[config.mk]
export PLATFORM = sky130hd
export DESIGN_NAME = hc_ser_rx_dec
export DESIGN_NICKNAME = d
export VERILOG_FILES = /design/src/rtl/hc_ser_rx_dec.sv
export SDC_FILE = /design/constraint.sdc
export NUM_CORES = 1
export LEC_CHECK = 0
export BUFFER_PORTS_ARGS = -buffer_cell sky130_fd_sc_hd__buf_2
export CAP_MARGIN = 20
export CORE_UTILIZATION = 49
export CTS_CLUSTER_DIAMETER = 40
export DETAILED_ROUTE_END_ITERATION = 10
export HOLD_SLACK_MARGIN = 0.06
export PLACE_DENSITY_LB_ADDON = 0.3
export REMOVE_ABC_BUFFERS = 1
export SLEW_MARGIN = 20
export SYNTH_ARGS = -nofsm -noshare
export SYNTH_HDL_FRONTEND = slang
export SYNTH_SLANG_ARGS = --single-unit
[constraint.sdc]
create_clock -name i_clk -period 1.45 [get_ports i_clk]
set_input_delay 0.145 -clock i_clk [delete_from_list [all_inputs] [get_ports i_clk]]
set_output_delay 0.145 -clock i_clk [all_outputs]
set_load 0.02 [all_outputs]
[src/rtl/hc_ser_rx_dec.sv]
// Serial Hamming(7,4) receiver: reassembles 7-bit codewords, corrects single-bit errors,
// and presents data on a one-entry valid/ready output. Optional macro HC_ERR_CNT_EN adds o_err_cnt.
module hc_ser_rx_dec #(
   parameter int unsigned DATA_WD = 4,
   parameter int unsigned CHK_WD  = 3
`ifdef HC_ERR_CNT_EN
   ,
   parameter int unsigned CNT_WD  = 8
`endif
) (
   input  logic               i_clk,
   input  logic               i_rst,
   input  logic               i_sync,
   input  logic               i_ser_bit,
   input  logic               i_ser_vld,
   output logic               o_ser_rdy,
   output logic [DATA_WD-1:0] o_data,
   output logic               o_err,
   output logic [CHK_WD-1:0]  o_err_pos,
   output logic               o_vld,
   input  logic               i_rdy
`ifdef HC_ERR_CNT_EN
   ,
   output logic [CNT_WD-1:0]  o_err_cnt
`endif
);

   localparam int unsigned CW_WD  = DATA_WD + CHK_WD;
   localparam int unsigned POS_WD = 3;
   localparam logic [POS_WD-1:0] LAST_POS = POS_WD'(CW_WD - 1);

   logic [POS_WD-1:0]  cnt_q, cnt_d;
   logic [CW_WD-1:0]   sr_q, sr_d;
   logic [CW_WD-1:0]   cw, cw_fix;
   logic [CHK_WD-1:0]  syn;
   logic               accept, complete;
   logic [DATA_WD-1:0] data_d;
   logic               err_d, vld_d;
   logic [CHK_WD-1:0]  pos_d;

   // Handshake, codeword assembly, syndrome and correction
   always_comb begin
      o_ser_rdy = !((cnt_q == LAST_POS) && o_vld && !i_rdy);
      accept    = i_ser_vld && o_ser_rdy;
      complete  = accept && !i_sync && (cnt_q == LAST_POS);

      cw            = sr_q;
      cw[CW_WD-1]   = i_ser_bit;
      syn[0] = cw[0] ^ cw[2] ^ cw[4] ^ cw[6];
      syn[1] = cw[1] ^ cw[2] ^ cw[5] ^ cw[6];
      syn[2] = cw[3] ^ cw[4] ^ cw[5] ^ cw[6];

      cw_fix = cw;
      for (int unsigned i = 0; i < CW_WD; i++) begin
         if (syn == CHK_WD'(i + 1)) cw_fix[i] = ~cw[i];
      end

      cnt_d = cnt_q;
      sr_d  = sr_q;
      if (i_sync) begin
         cnt_d = '0;
         if (accept) begin
            sr_d[0] = i_ser_bit;
            cnt_d   = POS_WD'(1);
         end
      end else if (accept) begin
         sr_d[cnt_q] = i_ser_bit;
         cnt_d       = complete ? '0 : cnt_q + POS_WD'(1);
      end

      data_d = o_data;
      err_d  = o_err;
      pos_d  = o_err_pos;
      vld_d  = o_vld;
      if (complete) begin
         data_d = {cw_fix[6], cw_fix[5], cw_fix[4], cw_fix[2]};
         err_d  = (syn != '0);
         pos_d  = syn;
         vld_d  = 1'b1;
      end else if (o_vld && i_rdy) begin
         vld_d  = 1'b0;
      end
   end

   // Bit counter, shift register and output register
   always_ff @(posedge i_clk or posedge i_rst) begin
      if (i_rst) begin
         cnt_q     <= '0;
         sr_q      <= '0;
         o_data    <= '0;
         o_err     <= 1'b0;
         o_err_pos <= '0;
         o_vld     <= 1'b0;
      end else begin
         cnt_q     <= cnt_d;
         sr_q      <= sr_d;
         o_data    <= data_d;
         o_err     <= err_d;
         o_err_pos <= pos_d;
         o_vld     <= vld_d;
      end
   end

`ifdef HC_ERR_CNT_EN
   // Saturating count of corrected words, cleared only by reset
   always_ff @(posedge i_clk or posedge i_rst) begin
      if (i_rst) begin
         o_err_cnt <= '0;
      end else if (complete && (syn != '0) && (o_err_cnt != '1)) begin
         o_err_cnt <= o_err_cnt + CNT_WD'(1);
      end
   end
`endif

endmodule

==> flow_metrics.env, run 1 <==
export IMPL_io_pin_count=16
export IMPL_yosysWarningCount=0
export IMPL_cts_made_buffers=3
export IMPL_critPathLaunch="sr_q[5]"
export IMPL_clock_sinks=18
export IMPL_clk_pin_slew_ps=100
export IMPL_cts_root_buf="clkbuf_4"
export IMPL_synth_seq_cells=18
export IMPL_fin_crit_ps=1550
export IMPL_internal_power_uw=1200
export IMPL_r2r_start="sr_q[5]"
export IMPL_setup_violations=11
export IMPL_cts_max_level=1
export IMPL_report_final_slew_viol_count=0
export IMPL_die_area_sq_mm=0.00223
export IMPL_timing_worst_setup_path_type="register to register"
export IMPL_cap_violations=0
export IMPL_ys_seq_area_frac=0.451
export IMPL_fin_skew_ps=6.08
export IMPL_synth_cell_types=25
export IMPL_relSlewSlack=0.795
export IMPL_grtUsageTotal=0.228
export IMPL_grt_pass1_wl_microns=3500
export IMPL_rsz0062_at_grt="yes"
export IMPL_syn_mean_instance_area_sq_um=10.3
export IMPL_arrival_ps=1770
export IMPL_p_sw_uw=676
export IMPL_wl_per_cell_microns=15.2
export IMPL_syn_to_final_growth_pct=51.9
export IMPL_drt_iter0_drc=20
export IMPL_worstHoldStart="i_sync"
export IMPL_synthCells=97
export IMPL_hpwlAfterDp_microns=1470
export IMPL_grt_max_degree=19
export IMPL_cts_tree="built"
export IMPL_violations="negative setup slack"
export IMPL_die_h_microns=47.2
export IMPL_netlist_area_sq_um=1000
export IMPL_tightest_slew_ps=307
export IMPL_cp_start_kind="register"
export IMPL_hold_violations=0
export IMPL_p_leak_uw=0.000698
export IMPL_p_sw_frac=0.360
export IMPL_overflow=0
export IMPL_num_antenna_cells=0
export IMPL_setup_tns_ps=-671
export IMPL_cts_max_path_buffers=2
export IMPL_seqPwrFrac=0.346
export IMPL_viasPerCell=5.35
export IMPL_clk_insertion_delay_late_ps=290
export IMPL_hold_class="input pin to register"
export IMPL_worstPathRequired_ps=1670
export IMPL_dp_slack_ps=-132
export IMPL_endpoint_kind="register"
export IMPL_p_clk_frac=0.130
export IMPL_pwr_share_comb=0.524
export IMPL_p_per_area_mw_per_mm2=1240
export IMPL_drc=0
export IMPL_fin_crit_sh=1.07
export IMPL_finalNetCount=147
export IMPL_status="finished, violations left"
export IMPL_start_util=0.549
export IMPL_antenna_found_initial=0
export IMPL_die_x_microns=47.2
export IMPL_worst_slack_ps=-99.4
export IMPL_drt_antenna_violating_nets=0
export IMPL_vias=867
export IMPL_fp_row_count=15
export IMPL_postLayoutCoreUtil=0.834
export IMPL_io_buffers=15
export IMPL_gp_congestion=0.859
export IMPL_vdd_drop_max_mv=0.965
export IMPL_firstDrtPassIters=4
export IMPL_drive_gt1_frac=0.599
export IMPL_grt_pass1_vias=773
export IMPL_fmax_mhz=645
export IMPL_wl_microns=2470
export IMPL_path_max_fanout=4
export IMPL_core_area_sq_mm=0.00182
## layer usage
metal,GRT usage,routed length [microns],vias to the layer above
met5,0,0,-
met4,0.0514,8,0
met3,0.0615,86,2
met2,0.406,1330,26
met1,0.274,1050,433
li1,-,-,406
## through the flow
stage / hold slack [ps] / std cells / instance area [sq um] / power, uW
CTS: 64.1 / 160 / 1390 / 1760
global route: 69.1 / 162 / 1520 / 1980
global placement: 169 / 154 / 1240 / 1390
finish: 72.6 / 162 / 1520 / 1880
floorplan: 83.6 / 93 / 973 / 1110
detailed placement: 181 / 154 / 1240 / 1410
## flip-flops by register name, indices dropped and copies added (netlist names)
name	count
cnt_q	3
sr_q	6
o_err	1
o_err_pos	3
o_vld	1
o_data	4
## cell usage in the layout, fill, tap and decap left out, drive strengths merged, types with 3 or more instances in the layout
cell type | Yosys | final
dfrtp | 18 | 18
nand2 | 5 | 5
nor3 | 4 | 4
nand3 | 5 | 5
xor2 | 6 | 6
xnor2 | 9 | 9
buf | 4 | 40
nor2 | 11 | 11
clkbuf | 0 | 3
mux2 | 7 | 7
a21oi | 10 | 10
## synth_stat cells
cell	number	area, sq um
nor3_2	1	10.0
inv_1	2	7.51
nand2_1	5	18.8
nor2b_1	2	12.5
dfrtp_1	18	450
buf_6	1	11.3
nand2b_1	2	12.5
or2_2	1	6.26
nor2_1	11	41.3
o21ai_0	1	5.00
or3_4	1	11.3
a21oi_1	8	40.0
nand3b_1	2	15.0
nor3_1	3	15.0
nand3_1	5	25.0
mux2i_1	1	10.0
xnor2_1	9	78.8
a21oi_2	2	17.5
nor3b_1	2	15.0
xor2_1	5	43.8
xor2_2	1	16.3
buf_2	3	15.0
mux2_2	7	78.8
ha_1	2	25.0
nor4b_1	2	17.5
## kinds of logic after synthesis
group,after synthesis,share of synthesized area
xor gates and xnor gates,15,0.139
AOI/OAI and AO/OA,11,0.0626
adders and majority gates,2,0.0250
buffers and inverters,6,0.0338
and+or+nand+nor,37,0.200
DFF,18,0.451
muxes,8,0.0889
## cell type report
cell class                 instances  area, sq um
clock buffer                       3         22.5
fill                              98          302
inverter                           2         7.51
multi-input combinational         73          704
sequential                        18          453
tap                               25         31.3
timing repair buffer              41          300
## what timing repair did
action / in CTS / in global routing
setup endpoints to repair: 15 / 18
gates cloned: 0 / 1
pin swaps: 7 / 5
hold buffers: 1 / 0
endpoints found under the hold margin: 18 / 0
gates resized for setup: 18 / 28
buffers inserted: 2 / 2
## final timing paths
path | end | slack, ps | cells after the start
max | o_data[2] | -100 | 6
min | cnt_q[1] | 70 | 2
max reg2reg | o_data[2] | -100 | 6
min reg2reg | o_data[0] | 520 | 2
max in group asynchronous | sr_q[4] | 820 | 4
min in group asynchronous | o_err_pos[2] | 410 | 4
## power by group through the flow
| stage | combinational, uW | clock (uW) | sequential (uW) |
|---|---|---|---|
| finish | 984 | 244 | 650 |
| global route | 1050 | 272 | 658 |
| CTS | 873 | 250 | 635 |
| detailed placement | 780 | 0 | 633 |
| global placement | 763 | 0 | 628 |
| floorplan | 461 | 0 | 653 |
## critical path, cell delays in order (launching register included)
cell     delay [ps]
dfrtp_1         450
xor2_1          180
xnor2_1         300
buf_4           190
nand3_1          90
xor2_1          150
a21oi_1         120
(Power assumes the default switching activity.)
==> run 2: changes to the inputs <==
- RECOVER_POWER: default -> 50
==> run 2 against run 1 <==
The flow still finishes with violations (negative setup slack). Via count is 0.46% higher. Core utilization fell by 0.14 points. Routed wire length shrank 0.16%. Sequential share of layout area about the same. Largest power group unchanged. Power is essentially flat. Non-clock buffer count did not move. Worst setup slack better by 1.9 ps. Fmax is 0.12% higher. Clock power about the same. Final cell count unchanged.
==> flow_metrics.env, run 2 (synthesis results as in run 1) <==
export IMPL_reg2reg_slack_ps=-100
export IMPL_hold_violations=0
export IMPL_p_per_area_mw_per_mm2=1240
export IMPL_drt_antenna_violating_nets=0
export IMPL_grt_met3_usage=0.0615
export IMPL_fin_crit_ps=1550
export IMPL_io_pin_count=16
export IMPL_finish_instance_area_sq_mm=0.00152
export IMPL_arrival_ps=1770
export IMPL_tightest_slew_ps=461
export IMPL_fin_skew_ps=6.29
export IMPL_setup_violations=11
export IMPL_largestRegisters="sr_q (6), o_data (4)"
export IMPL_finalNetCount=147
export IMPL_cap_violations=0
export IMPL_power_uw=1880
export IMPL_vias=871
export IMPL_overflow=0
export IMPL_violations="negative setup slack"
export IMPL_path_max_fanout=4
export IMPL_placed_cells_incl_taps=154
export IMPL_relSlewSlack=0.693
export IMPL_hold_path_endpoint="cnt_q[1]"
export IMPL_die_area_sq_mm=0.00223
export IMPL_vdd_drop_max_mv=0.965
export IMPL_r2r_end="o_data[2]"
export IMPL_die_x_microns=47.2
export IMPL_fin_crit_sh=1.07
export IMPL_num_antenna_cells=0
export IMPL_regMostFlops="sr_q"
export IMPL_grt_max_degree=19
export IMPL_fp_row_count=15
export IMPL_report_final_slew_viol_count=0
export IMPL_clock_sinks=18
export IMPL_met2_usage=0.406
export IMPL_use_met1=0.274
export IMPL_mostFrequentLayoutCells="buf_4, dfrtp_1, buf_2"
export IMPL_grtUsageTotal=0.228
export IMPL_cts_made_buffers=3
export IMPL_worst_slack_ps=-97.5
export IMPL_status="finished, violations left"
export IMPL_r2r_cells=6
export IMPL_postLayoutCoreUtil=0.833
export IMPL_endpoint_kind="register"
export IMPL_worstHoldStart="i_sync"
export IMPL_firstDrtPassIters=4
export IMPL_final_cells=162
export IMPL_cts_max_path_buffers=2
export IMPL_grt_busiest_layer="met2"
export IMPL_cts_tree="built"
export IMPL_viasPerCell=5.38
export IMPL_drt_iter0_drc=20
export IMPL_wl_per_cell_microns=15.2
export IMPL_largest_reg_flops=6
export IMPL_gp_congestion=0.859
export IMPL_cts_max_level=1
export IMPL_rsz0062_at_grt="yes"
export IMPL_layout_commonest_cell="buf_4"
export IMPL_p_leak_uw=0.000698
export IMPL_grt_pass1_wl_microns=3500
export IMPL_hold_class="input pin to register"
export IMPL_dpl_cell_area_sq_mm=0.00124
export IMPL_syn_to_final_growth_pct=51.7
export IMPL_cp_start_kind="register"
export IMPL_core_area_sq_mm=0.00182
export IMPL_drc=0
export IMPL_r2r_start="sr_q[5]"
export IMPL_grt_pass1_vias=773
export IMPL_worstHoldPathCells=2
export IMPL_timing_worst_setup_path_type="register to register"
export IMPL_io_buffers=15
export IMPL_antenna_found_initial=0
export IMPL_worstPathRequired_ps=1670
export IMPL_start_util=0.549
export IMPL_drive_gt1_frac=0.599
export IMPL_die_h_microns=47.2
export IMPL_wl_microns=2470
export IMPL_fmax_mhz=646
export IMPL_cts_root_buf="clkbuf_4"
export IMPL_clk_pin_slew_ps=100
export IMPL_clk_insertion_delay_late_ps=290
export IMPL_hpwlAfterDp_microns=1470
run 2: cell count changes in the layout (fill, tap and decap cells not counted):
cell,previous run,this run
clkbuf_2,0,1
buf_4,20,19
run 2: repair_timing:
item                       CTS  global route
cloned                       0             1
pin swaps                    7             5
buffers inserted             2             2
hold buffers                 1             0
gates resized for setup     18            28
hold endpoints to repair    18             0
setup endpoints to repair   15            18
run 2: worst max-delay path by stage:
stage	start	to	slack (ps)
final	sr_q[5]	o_data[2]	-100
after CTS	sr_q[4]	o_data[0]	-50
after global routing	sr_q[5]	o_data[1]	-150
after floorplan	cnt_q[0]	o_err_pos[2]	-360
after detailed placement	cnt_q[0]	sr_q[5]	-130
after global placement	cnt_q[0]	sr_q[5]	-100
run 2: worst max-delay path: stages, from the launching register on:
cell     delay, ps
dfrtp_1        450
xor2_1         170
xnor2_1        300
buf_4          190
nand3_1         90
xor2_1         150
a21oi_1        120
run 2: layout make-up:
class                      count  area [sq um]
fill                          99           304
clock buffer                   3          22.5
tap                           25          31.3
sequential                    18           453
timing repair buffer          41           298
multi-input combinational     73           704
inverter                       2          7.51
run 2: per-stage QoR:
step                hold slack (ps)  setup slack (ps)  setup TNS (ps)
floorplan                      83.6              -361           -2790
global placement                169              -102            -382
detailed placement              181              -132            -722
CTS                            64.1             -46.4            -204
global route                   69.1              -148           -1490
finish                         73.0             -97.5            -662
run 2: power breakdown:
part	switching [uW]	internal [uW]
logic	450	534
registers	79.5	570
clock network	147	96.6
run 2: metal layers:
layer | vias to the layer above | share of wire
met5 | - | 0
met4 | 0 | 0.0032
met1 | 437 | 0.43
met2 | 26 | 0.54
met3 | 2 | 0.035
li1 | 406 | -
